**config.mk**
```make
export PLATFORM = sky130hd
export DESIGN_NAME = max7219_display_driver
export DESIGN_NICKNAME = d
export VERILOG_FILES = /design/src/rtl/max7219_pkg.sv /design/src/rtl/max7219_display_driver_spi_frame_tx.sv /design/src/rtl/max7219_display_driver.sv
export SDC_FILE = /design/constraint.sdc
export NUM_CORES = 1
export LEC_CHECK = 0
export ABC_CLOCK_PERIOD_IN_PS = 3700
export CAP_MARGIN = 40
export CORE_MARGIN = 2
export CORE_UTILIZATION = 57
export DETAILED_ROUTE_END_ITERATION = 10
export DONT_BUFFER_PORTS = 1
export PLACE_DENSITY = 0.72
export SLEW_MARGIN = 30
export SYNTH_ARGS = -nofsm -noshare
export SYNTH_HDL_FRONTEND = slang
export SYNTH_SLANG_ARGS = --single-unit
```
**constraint.sdc**
```tcl
create_clock -name clk -period 3.7 [get_ports clk]
set_clock_uncertainty 0.15 [all_clocks]
set_input_delay 0.555 -clock clk [delete_from_list [all_inputs] [get_ports clk]]
set_output_delay 0.555 -clock clk [all_outputs]
set_load 0.02 [all_outputs]
```
**src/rtl/max7219_pkg.sv**
```systemverilog
// Shared constants, state types and init-word table for the MAX7219 display driver.
package max7219_pkg;

  localparam logic [3:0] REG_DIGIT0    = 4'h1;
  localparam logic [3:0] REG_DECODE    = 4'h9;
  localparam logic [3:0] REG_INTENSITY = 4'hA;
  localparam logic [3:0] REG_SCAN      = 4'hB;
  localparam logic [3:0] REG_SHUTDOWN  = 4'hC;
  localparam logic [3:0] REG_TEST      = 4'hF;

  localparam int FRAME_BITS = 16;
  localparam int INIT_WORDS = 5;

  typedef enum logic [2:0] {
    ST_INIT_LOAD,
    ST_SHIFT,
    ST_GAP,
    ST_IDLE,
    ST_REFR_LOAD
  } state_e;

  typedef enum logic {
    SEQ_INIT,
    SEQ_REFR
  } seq_e;

  // Power-up register writes, issued in index order 0..INIT_WORDS-1.
  function automatic logic [15:0] init_word(input logic [2:0] k,
                                            input logic [3:0] scan,
                                            input logic [3:0] inten);
    logic [15:0] w;
    case (k)
      3'd0:    w = {4'h0, REG_SHUTDOWN, 8'h01};
      3'd1:    w = {4'h0, REG_TEST, 8'h00};
      3'd2:    w = {4'h0, REG_SCAN, 4'h0, scan};
      3'd3:    w = {4'h0, REG_DECODE, 8'hFF};
      default: w = {4'h0, REG_INTENSITY, 4'h0, inten};
    endcase
    return w;
  endfunction

endpackage

```
**src/rtl/max7219_display_driver_spi_frame_tx.sv**
```systemverilog
// Shifts one 16-bit frame out MSB first with CS framing, then holds an inter-frame gap.
module spi_frame_tx
  import max7219_pkg::*;
#(
  parameter int CLK_DIV = 4
) (
  input  logic        clk,
  input  logic        rst_n,
  input  logic        start,
  input  logic [15:0] word,
  output logic        done,
  output logic        gap,
  output logic        mosi,
  output logic        cs,
  output logic        sclk
);

  localparam int              DW        = $clog2(2 * CLK_DIV) + 1;
  localparam logic [DW-1:0]   DIV_LAST  = DW'(CLK_DIV - 1);
  // The load cycle in the sequencer supplies the final gap cycle.
  localparam logic [DW-1:0]   GAP_LAST  = DW'(2 * CLK_DIV - 2);
  localparam logic [4:0]      HALF_LAST = 5'(2 * FRAME_BITS - 1);

  logic [15:0]   sr_q, sr_d;
  logic [DW-1:0] div_q, div_d;
  logic [4:0]    half_q, half_d;
  logic          active_q, active_d;
  logic          gap_q, gap_d;
  logic          mosi_q, mosi_d;
  logic          cs_q, cs_d;
  logic          sclk_q, sclk_d;

  always_comb begin
    sr_d     = sr_q;
    div_d    = div_q;
    half_d   = half_q;
    active_d = active_q;
    gap_d    = gap_q;
    mosi_d   = mosi_q;
    cs_d     = cs_q;
    sclk_d   = sclk_q;
    done     = active_q && gap_q && (div_q == GAP_LAST);

    if (start) begin
      sr_d     = word;
      div_d    = '0;
      half_d   = '0;
      active_d = 1'b1;
      gap_d    = 1'b0;
      cs_d     = 1'b0;
      sclk_d   = 1'b0;
      mosi_d   = word[15];
    end else if (active_q && !gap_q) begin
      if (div_q == DIV_LAST) begin
        div_d = '0;
        if (!half_q[0]) begin
          sclk_d = 1'b1;
          half_d = half_q + 5'd1;
        end else if (half_q == HALF_LAST) begin
          gap_d  = 1'b1;
          cs_d   = 1'b1;
          sclk_d = 1'b0;
          mosi_d = 1'b0;
        end else begin
          // Falling edge: the only moment MOSI is allowed to move.
          sclk_d = 1'b0;
          sr_d   = {sr_q[14:0], 1'b0};
          mosi_d = sr_q[14];
          half_d = half_q + 5'd1;
        end
      end else begin
        div_d = div_q + 1'b1;
      end
    end else if (active_q) begin
      if (done) begin
        active_d = 1'b0;
        gap_d    = 1'b0;
        div_d    = '0;
      end else begin
        div_d = div_q + 1'b1;
      end
    end
  end

  always_ff @(posedge clk or negedge rst_n) begin
    if (!rst_n) begin
      sr_q     <= '0;
      div_q    <= '0;
      half_q   <= '0;
      active_q <= 1'b0;
      gap_q    <= 1'b0;
      mosi_q   <= 1'b0;
      cs_q     <= 1'b1;
      sclk_q   <= 1'b0;
    end else begin
      sr_q     <= sr_d;
      div_q    <= div_d;
      half_q   <= half_d;
      active_q <= active_d;
      gap_q    <= gap_d;
      mosi_q   <= mosi_d;
      cs_q     <= cs_d;
      sclk_q   <= sclk_d;
    end
  end

  assign gap  = gap_q;
  assign mosi = mosi_q;
  assign cs   = cs_q;
  assign sclk = sclk_q;

endmodule

```
**src/rtl/max7219_display_driver.sv**
```systemverilog
// MAX7219 sequencer: power-up/on-demand init, then tear-free continuous refresh while enabled.
module max7219_display_driver
  import max7219_pkg::*;
#(
  parameter int NUM_DIGITS = 6,
  parameter int CLK_DIV    = 4,
  parameter int INTENSITY  = 8
) (
  input  logic                    clk,
  input  logic                    res,
  input  logic                    ena,
  input  logic [4*NUM_DIGITS-1:0] digits,
  input  logic [NUM_DIGITS-1:0]   dp,
  input  logic                    reinit,
  output logic                    busy,
  output logic                    MOSI,
  output logic                    CS,
  output logic                    clk_SPI
);

  localparam logic [3:0] SCAN4      = 4'(NUM_DIGITS - 1);
  localparam logic [3:0] INTEN4     = 4'(INTENSITY);
  localparam logic [2:0] LAST_DIGIT = 3'(NUM_DIGITS - 1);
  localparam logic [2:0] LAST_INIT  = 3'(INIT_WORDS - 1);

  state_e                  state_q, state_d;
  seq_e                    seq_q, seq_d;
  logic [2:0]              idx_q, idx_d;
  logic                    pend_q, pend_d;
  logic                    busy_q, busy_d;
  logic [4*NUM_DIGITS-1:0] dig_s_q, dig_s_d;
  logic [NUM_DIGITS-1:0]   dp_s_q, dp_s_d;

  logic        tx_start, tx_done, tx_gap;
  logic [15:0] tx_word;
  logic [31:0] dig_pad;
  logic [7:0]  dp_pad;

  always_comb begin
    state_d  = state_q;
    seq_d    = seq_q;
    idx_d    = idx_q;
    pend_d   = pend_q | reinit;
    dig_s_d  = dig_s_q;
    dp_s_d   = dp_s_q;
    tx_start = 1'b0;
    tx_word  = 16'h0000;
    dig_pad  = '0;
    dp_pad   = '0;

    case (state_q)
      ST_INIT_LOAD: begin
        tx_start = 1'b1;
        tx_word  = init_word(idx_q, SCAN4, INTEN4);
        seq_d    = SEQ_INIT;
        pend_d   = reinit;
        state_d  = ST_SHIFT;
      end
      ST_REFR_LOAD: begin
        // Digit 0 latches the whole frame so a refresh never mixes old and new values.
        if (idx_q == 3'd0) begin
          dig_s_d = digits;
          dp_s_d  = dp;
        end
        dig_pad[4*NUM_DIGITS-1:0] = dig_s_d;
        dp_pad[NUM_DIGITS-1:0]    = dp_s_d;
        tx_start = 1'b1;
        tx_word  = {4'h0, REG_DIGIT0 + {1'b0, idx_q}, dp_pad[idx_q], 3'b000,
                    dig_pad[{idx_q, 2'b00} +: 4]};
        seq_d    = SEQ_REFR;
        state_d  = ST_SHIFT;
      end
      ST_SHIFT, ST_GAP: begin
        if (tx_done) begin
          if (seq_q == SEQ_INIT) begin
            if (idx_q == LAST_INIT) begin
              state_d = ST_IDLE;
            end else begin
              idx_d   = idx_q + 3'd1;
              state_d = ST_INIT_LOAD;
            end
          end else begin
            if (idx_q == LAST_DIGIT) begin
              state_d = ST_IDLE;
            end else begin
              idx_d   = idx_q + 3'd1;
              state_d = ST_REFR_LOAD;
            end
          end
        end else if (tx_gap) begin
          state_d = ST_GAP;
        end
      end
      ST_IDLE: begin
        if (pend_q || reinit) begin
          idx_d   = 3'd0;
          state_d = ST_INIT_LOAD;
        end else if (ena) begin
          idx_d   = 3'd0;
          state_d = ST_REFR_LOAD;
        end
      end
      default: state_d = ST_INIT_LOAD;
    endcase

    busy_d = (state_d != ST_IDLE);
  end

  always_ff @(posedge clk or negedge res) begin
    if (!res) begin
      state_q <= ST_INIT_LOAD;
      seq_q   <= SEQ_INIT;
      idx_q   <= 3'd0;
      pend_q  <= 1'b0;
      busy_q  <= 1'b1;
      dig_s_q <= '0;
      dp_s_q  <= '0;
    end else begin
      state_q <= state_d;
      seq_q   <= seq_d;
      idx_q   <= idx_d;
      pend_q  <= pend_d;
      busy_q  <= busy_d;
      dig_s_q <= dig_s_d;
      dp_s_q  <= dp_s_d;
    end
  end

  assign busy = busy_q;

  spi_frame_tx #(
    .CLK_DIV(CLK_DIV)
  ) u_tx (
    .clk   (clk),
    .rst_n (res),
    .start (tx_start),
    .word  (tx_word),
    .done  (tx_done),
    .gap   (tx_gap),
    .mosi  (MOSI),
    .cs    (CS),
    .sclk  (clk_SPI)
  );

endmodule

```
==> results.txt <==
* Clock transition at the registers of the reported paths: 70 ps
* Initial antenna violation count: 0
* Placed cell count: 390
* Number of nets produced by synthesis: 371
* Period utilisation layout: 76.4%
* Unrepaired setup endpoints after global routing: false
* Buffers on Ports: 0
- Synthesis Warnings: 0
- Worst slack after detailed placement: 891 ps
- The run finished with clean final reports.
- Clock tree synthesis found a total of 68 sinks.
* Crit. End Element: flip-flop
- IR analysis of the VDD net gives a maximum drop of 0.254 mV.
- Routability-driven placement congestion ratio: 0.846
* Count of final setup violators: 0
- The die covers 0.00688 mm^2.
- Pin count of the biggest net entering global routing: 69
- Tightest hold margin: 175 ps
* Multi-input logic area: 0.00173 mm^2
* Highest attainable clock frequency: 354 MHz
- For this design the ratio of total power to cell area is 373 mW/mm^2.
- For the pin with the worst max-slew slack, the measured transition is 576 ps.
- The worst path needs 2830 ps of the cycle, external delays included.
* Number of CTS-inserted buffers: 9
- The min-delay analysis places its worst path in the category in2reg.
* Die W: 83.0 um
- The first global-routing pass estimated 12,200 um of wire.
* Worst setup SP type: flip-flop
- WP data arrival: 2900 ps
* Share of the core filled with cells in the final layout: 64.5%
- Number of placed I/O pins: 38
* Via count of the first global-routing pass: 2,636
- In this run the clock root is driven by a sky130_fd_sc_hd__clkbuf_8.
- Sequential area share after synthesis: 48.0%
* Number of flip-flops and latches in the synthesized netlist: 68
* Number of enable-type register cells in the synthesized netlist: 0
* Storage element area: 0.00170 mm^2
* Initial core utilization: 59.7%
- Measured along the y axis, the die boundary spans 83.0 um.
* Layout-stage area growth over the synthesis result: 8.03%
- DR iter-0 viols: 125
- Clock latency reported for the late side of the worst-skew pair: 350 ps
* Endpoints failing hold: 0
- Primary flip-flop cell chosen by synthesis mapping: sky130_fd_sc_hd__dfrtp_1
- Detailed placement finished with a half-perimeter wire length of 4830 um.
* Family with the most delay on the worst path: multiplexers
* Maxcap violations: 0
* CP cell instances: inv_2 -> ha_1 -> nand2b_1 -> buf_4 -> mux4_2 -> a222oi_1 -> a31oi_1
* Minimum setup slack in the final design: 874 ps
- Data required, critical path: 3780 ps
* Final count of pins violating max slew: 0
- For this run, design rule violations remaining after detail routing come to 0.
* First-pass iteration count of the detailed router: 4
- TritonCTS built the clock tree.
* FF-to-FF setup slack: 870 ps
* Max_slew headroom: 61.4%
- Counting distinct cell types in the post-synthesis netlist gives 57.
- Final setup TNS: 0 ps
- Cell Count, Final, Fillers Out: 407
- Routed len/inst: 17.0 um
- Detailed routing inserted a total of 2,491 vias.
* Synthesized instance count: 328
- Critical-path maximum fanout: 15
- Post-Synthesis Cell Area: 0.00355 mm^2
- After filler insertion, the fill cell instance count of the layout stands at 479.
* Number of buffers on the longest clock path: 2
* Post-synthesis async set-or-reset flop share: 100%
- Together, buffers and inverters on the worst path number 2.
- The critical path is of the reg2reg type.
- Routed Wire Length: 6930 um
- Area of the placeable core: 0.00596 mm^2
* Maximum single-stage delay on the critical path: 530 ps
- The final layout contains 371 nets.
- Row generation in the floorplan step produced 28 rows.
* Avg Synthesized Cell Area: 10.8 um^2
* Diodes inserted: 0
- Dividing the detail-routed via count by the number of cells gives 6.12.
* Reported leakage power: 0.00168 uW
* Remaining antenna violation count after routing: 0
* Share of post-route cells with drive strength above 1: 21.1%
- Slowest cell on the critical path: sky130_fd_sc_hd__mux4_2
- For this run the aggregate overflow at the end of global routing stands at 0.
- Total routing usage reported by global routing: 21.8%
- The H-tree was split into 3 levels.
==> area by class of cell <==
class                      count  share of cell area, %
multi-input combinational    233                   45.1
sequential                    68                   44.4
clock buffer                  11                   3.94
tap                           75                   2.44
timing repair buffer           7                   1.96
clock inverter                 4                   1.27
inverter                       9                  0.880
==> report_power, final <==
part | leakage (uW) | internal, uW | switching, uW
clock | 0.000105 | 343 | 274
combinational | 0.000758 | 25.6 | 22.9
sequential | 0.000821 | 760 | 7.97
==> Yosys cell counts (2+ instances only) <==
cell | n | area, um^2
sky130_fd_sc_hd__a21o_1 | 2 | 15.0
sky130_fd_sc_hd__a21oi_1 | 15 | 75.1
sky130_fd_sc_hd__a22o_1 | 2 | 17.5
sky130_fd_sc_hd__a31oi_1 | 3 | 18.8
sky130_fd_sc_hd__and3_1 | 2 | 12.5
sky130_fd_sc_hd__buf_2 | 4 | 20.0
sky130_fd_sc_hd__clkbuf_1 | 11 | 41.3
sky130_fd_sc_hd__dfrtp_1 | 66 | 1650
sky130_fd_sc_hd__dfstp_2 | 2 | 52.6
sky130_fd_sc_hd__ha_1 | 9 | 113
sky130_fd_sc_hd__inv_1 | 7 | 26.3
sky130_fd_sc_hd__mux2_2 | 32 | 360
sky130_fd_sc_hd__mux2i_1 | 15 | 150
sky130_fd_sc_hd__mux4_2 | 9 | 203
sky130_fd_sc_hd__nand2_1 | 37 | 139
sky130_fd_sc_hd__nand2b_1 | 4 | 25.0
sky130_fd_sc_hd__nand3_1 | 7 | 35.0
sky130_fd_sc_hd__nand4_1 | 6 | 37.5
sky130_fd_sc_hd__nor2_1 | 31 | 116
sky130_fd_sc_hd__nor3_1 | 3 | 15.0
sky130_fd_sc_hd__o211ai_1 | 5 | 37.5
sky130_fd_sc_hd__o21ai_0 | 13 | 65.1
sky130_fd_sc_hd__o21ai_1 | 5 | 25.0
sky130_fd_sc_hd__o22ai_1 | 2 | 12.5
sky130_fd_sc_hd__o31ai_1 | 2 | 15.0
sky130_fd_sc_hd__xor2_1 | 3 | 26.3
==> repair_timing <==
action | in CTS | in global routing
buffers inserted | 0 | 0
hold buffers | 2 | 0
endpoints found under the hold margin | 68 | 0
resized for setup | 0 | 0
==> routing by layer <==
| metal | global-route usage (%) | wire (um) | up-vias |
|---|---|---|---|
| li1 | - | - | 1182 |
| met4 | 9.69 | 129 | 0 |
| met5 | 0 | 0 | - |
| met1 | 29.4 | 3170 | 1235 |
| met2 | 34.5 | 3280 | 62 |
| met3 | 4.37 | 348 | 12 |
==> registers in the layout (all words and copies together), names as in the netlist, 3 cells and up <==
register,cells
state_q,3
dp_s_q,6
u_tx.div_q,4
u_tx.half_q,5
u_tx.sr_q,15
dig_s_q,24
idx_q,3
==> layout by cell type, fill, tap and decap left out, types with 4 or more instances in the layout <==
master                      n
sky130_fd_sc_hd__a21oi_1   15
sky130_fd_sc_hd__o211ai_1   5
sky130_fd_sc_hd__dfrtp_1   66
sky130_fd_sc_hd__nand4_1    6
sky130_fd_sc_hd__ha_1       9
sky130_fd_sc_hd__nand3_1    7
sky130_fd_sc_hd__o21ai_1    5
sky130_fd_sc_hd__nand2_1   37
sky130_fd_sc_hd__mux4_2     9
sky130_fd_sc_hd__clkbuf_8  11
sky130_fd_sc_hd__mux2i_1   15
sky130_fd_sc_hd__mux2_2    32
sky130_fd_sc_hd__nor2_1    31
sky130_fd_sc_hd__nand2b_1   4
sky130_fd_sc_hd__inv_1      7
sky130_fd_sc_hd__buf_4      5
sky130_fd_sc_hd__o21ai_0   13
==> path summary, 6_finish.rpt <==
kind,depth (start not counted),end,from
max,7,u_tx.sr_q[2],idx_q[1]
min,1,pend_q,reinit
max reg2reg,7,u_tx.sr_q[2],idx_q[1]
min reg2reg,2,u_tx.sr_q[6],u_tx.sr_q[6]
max in group asynchronous,2,busy,res
min in group asynchronous,2,u_tx.div_q[1],res
==> metrics by stage <==
stage	cell area [um^2]	total power (uW)
after global placement	3600	811
after floorplan	3550	806
after detailed placement	3600	813
final	3840	1430
after global routing	3840	1490
after CTS	3840	1450
==> cells by family (layout without fill, tap and decap cells) <==
group	Yosys count	in the layout	synth area share [%]
compound gates	63	63	11.3
xor+xnor	4	4	0.986
fa+ha+maj	9	9	3.17
buf+inv	27	31	3.31
flops	68	68	48.0
mux	56	56	20.1
simple gates	101	101	13.2
==> worst register-to-register path, cell delays in order, from the launching register on <==
cell and delay, ps:
sky130_fd_sc_hd__dfrtp_1 520, sky130_fd_sc_hd__inv_2 180, sky130_fd_sc_hd__ha_1 280, sky130_fd_sc_hd__nand2b_1 290, sky130_fd_sc_hd__buf_4 320, sky130_fd_sc_hd__mux4_2 530, sky130_fd_sc_hd__a222oi_1 320, sky130_fd_sc_hd__a31oi_1 120
Power figures use the tool's default switching activity.
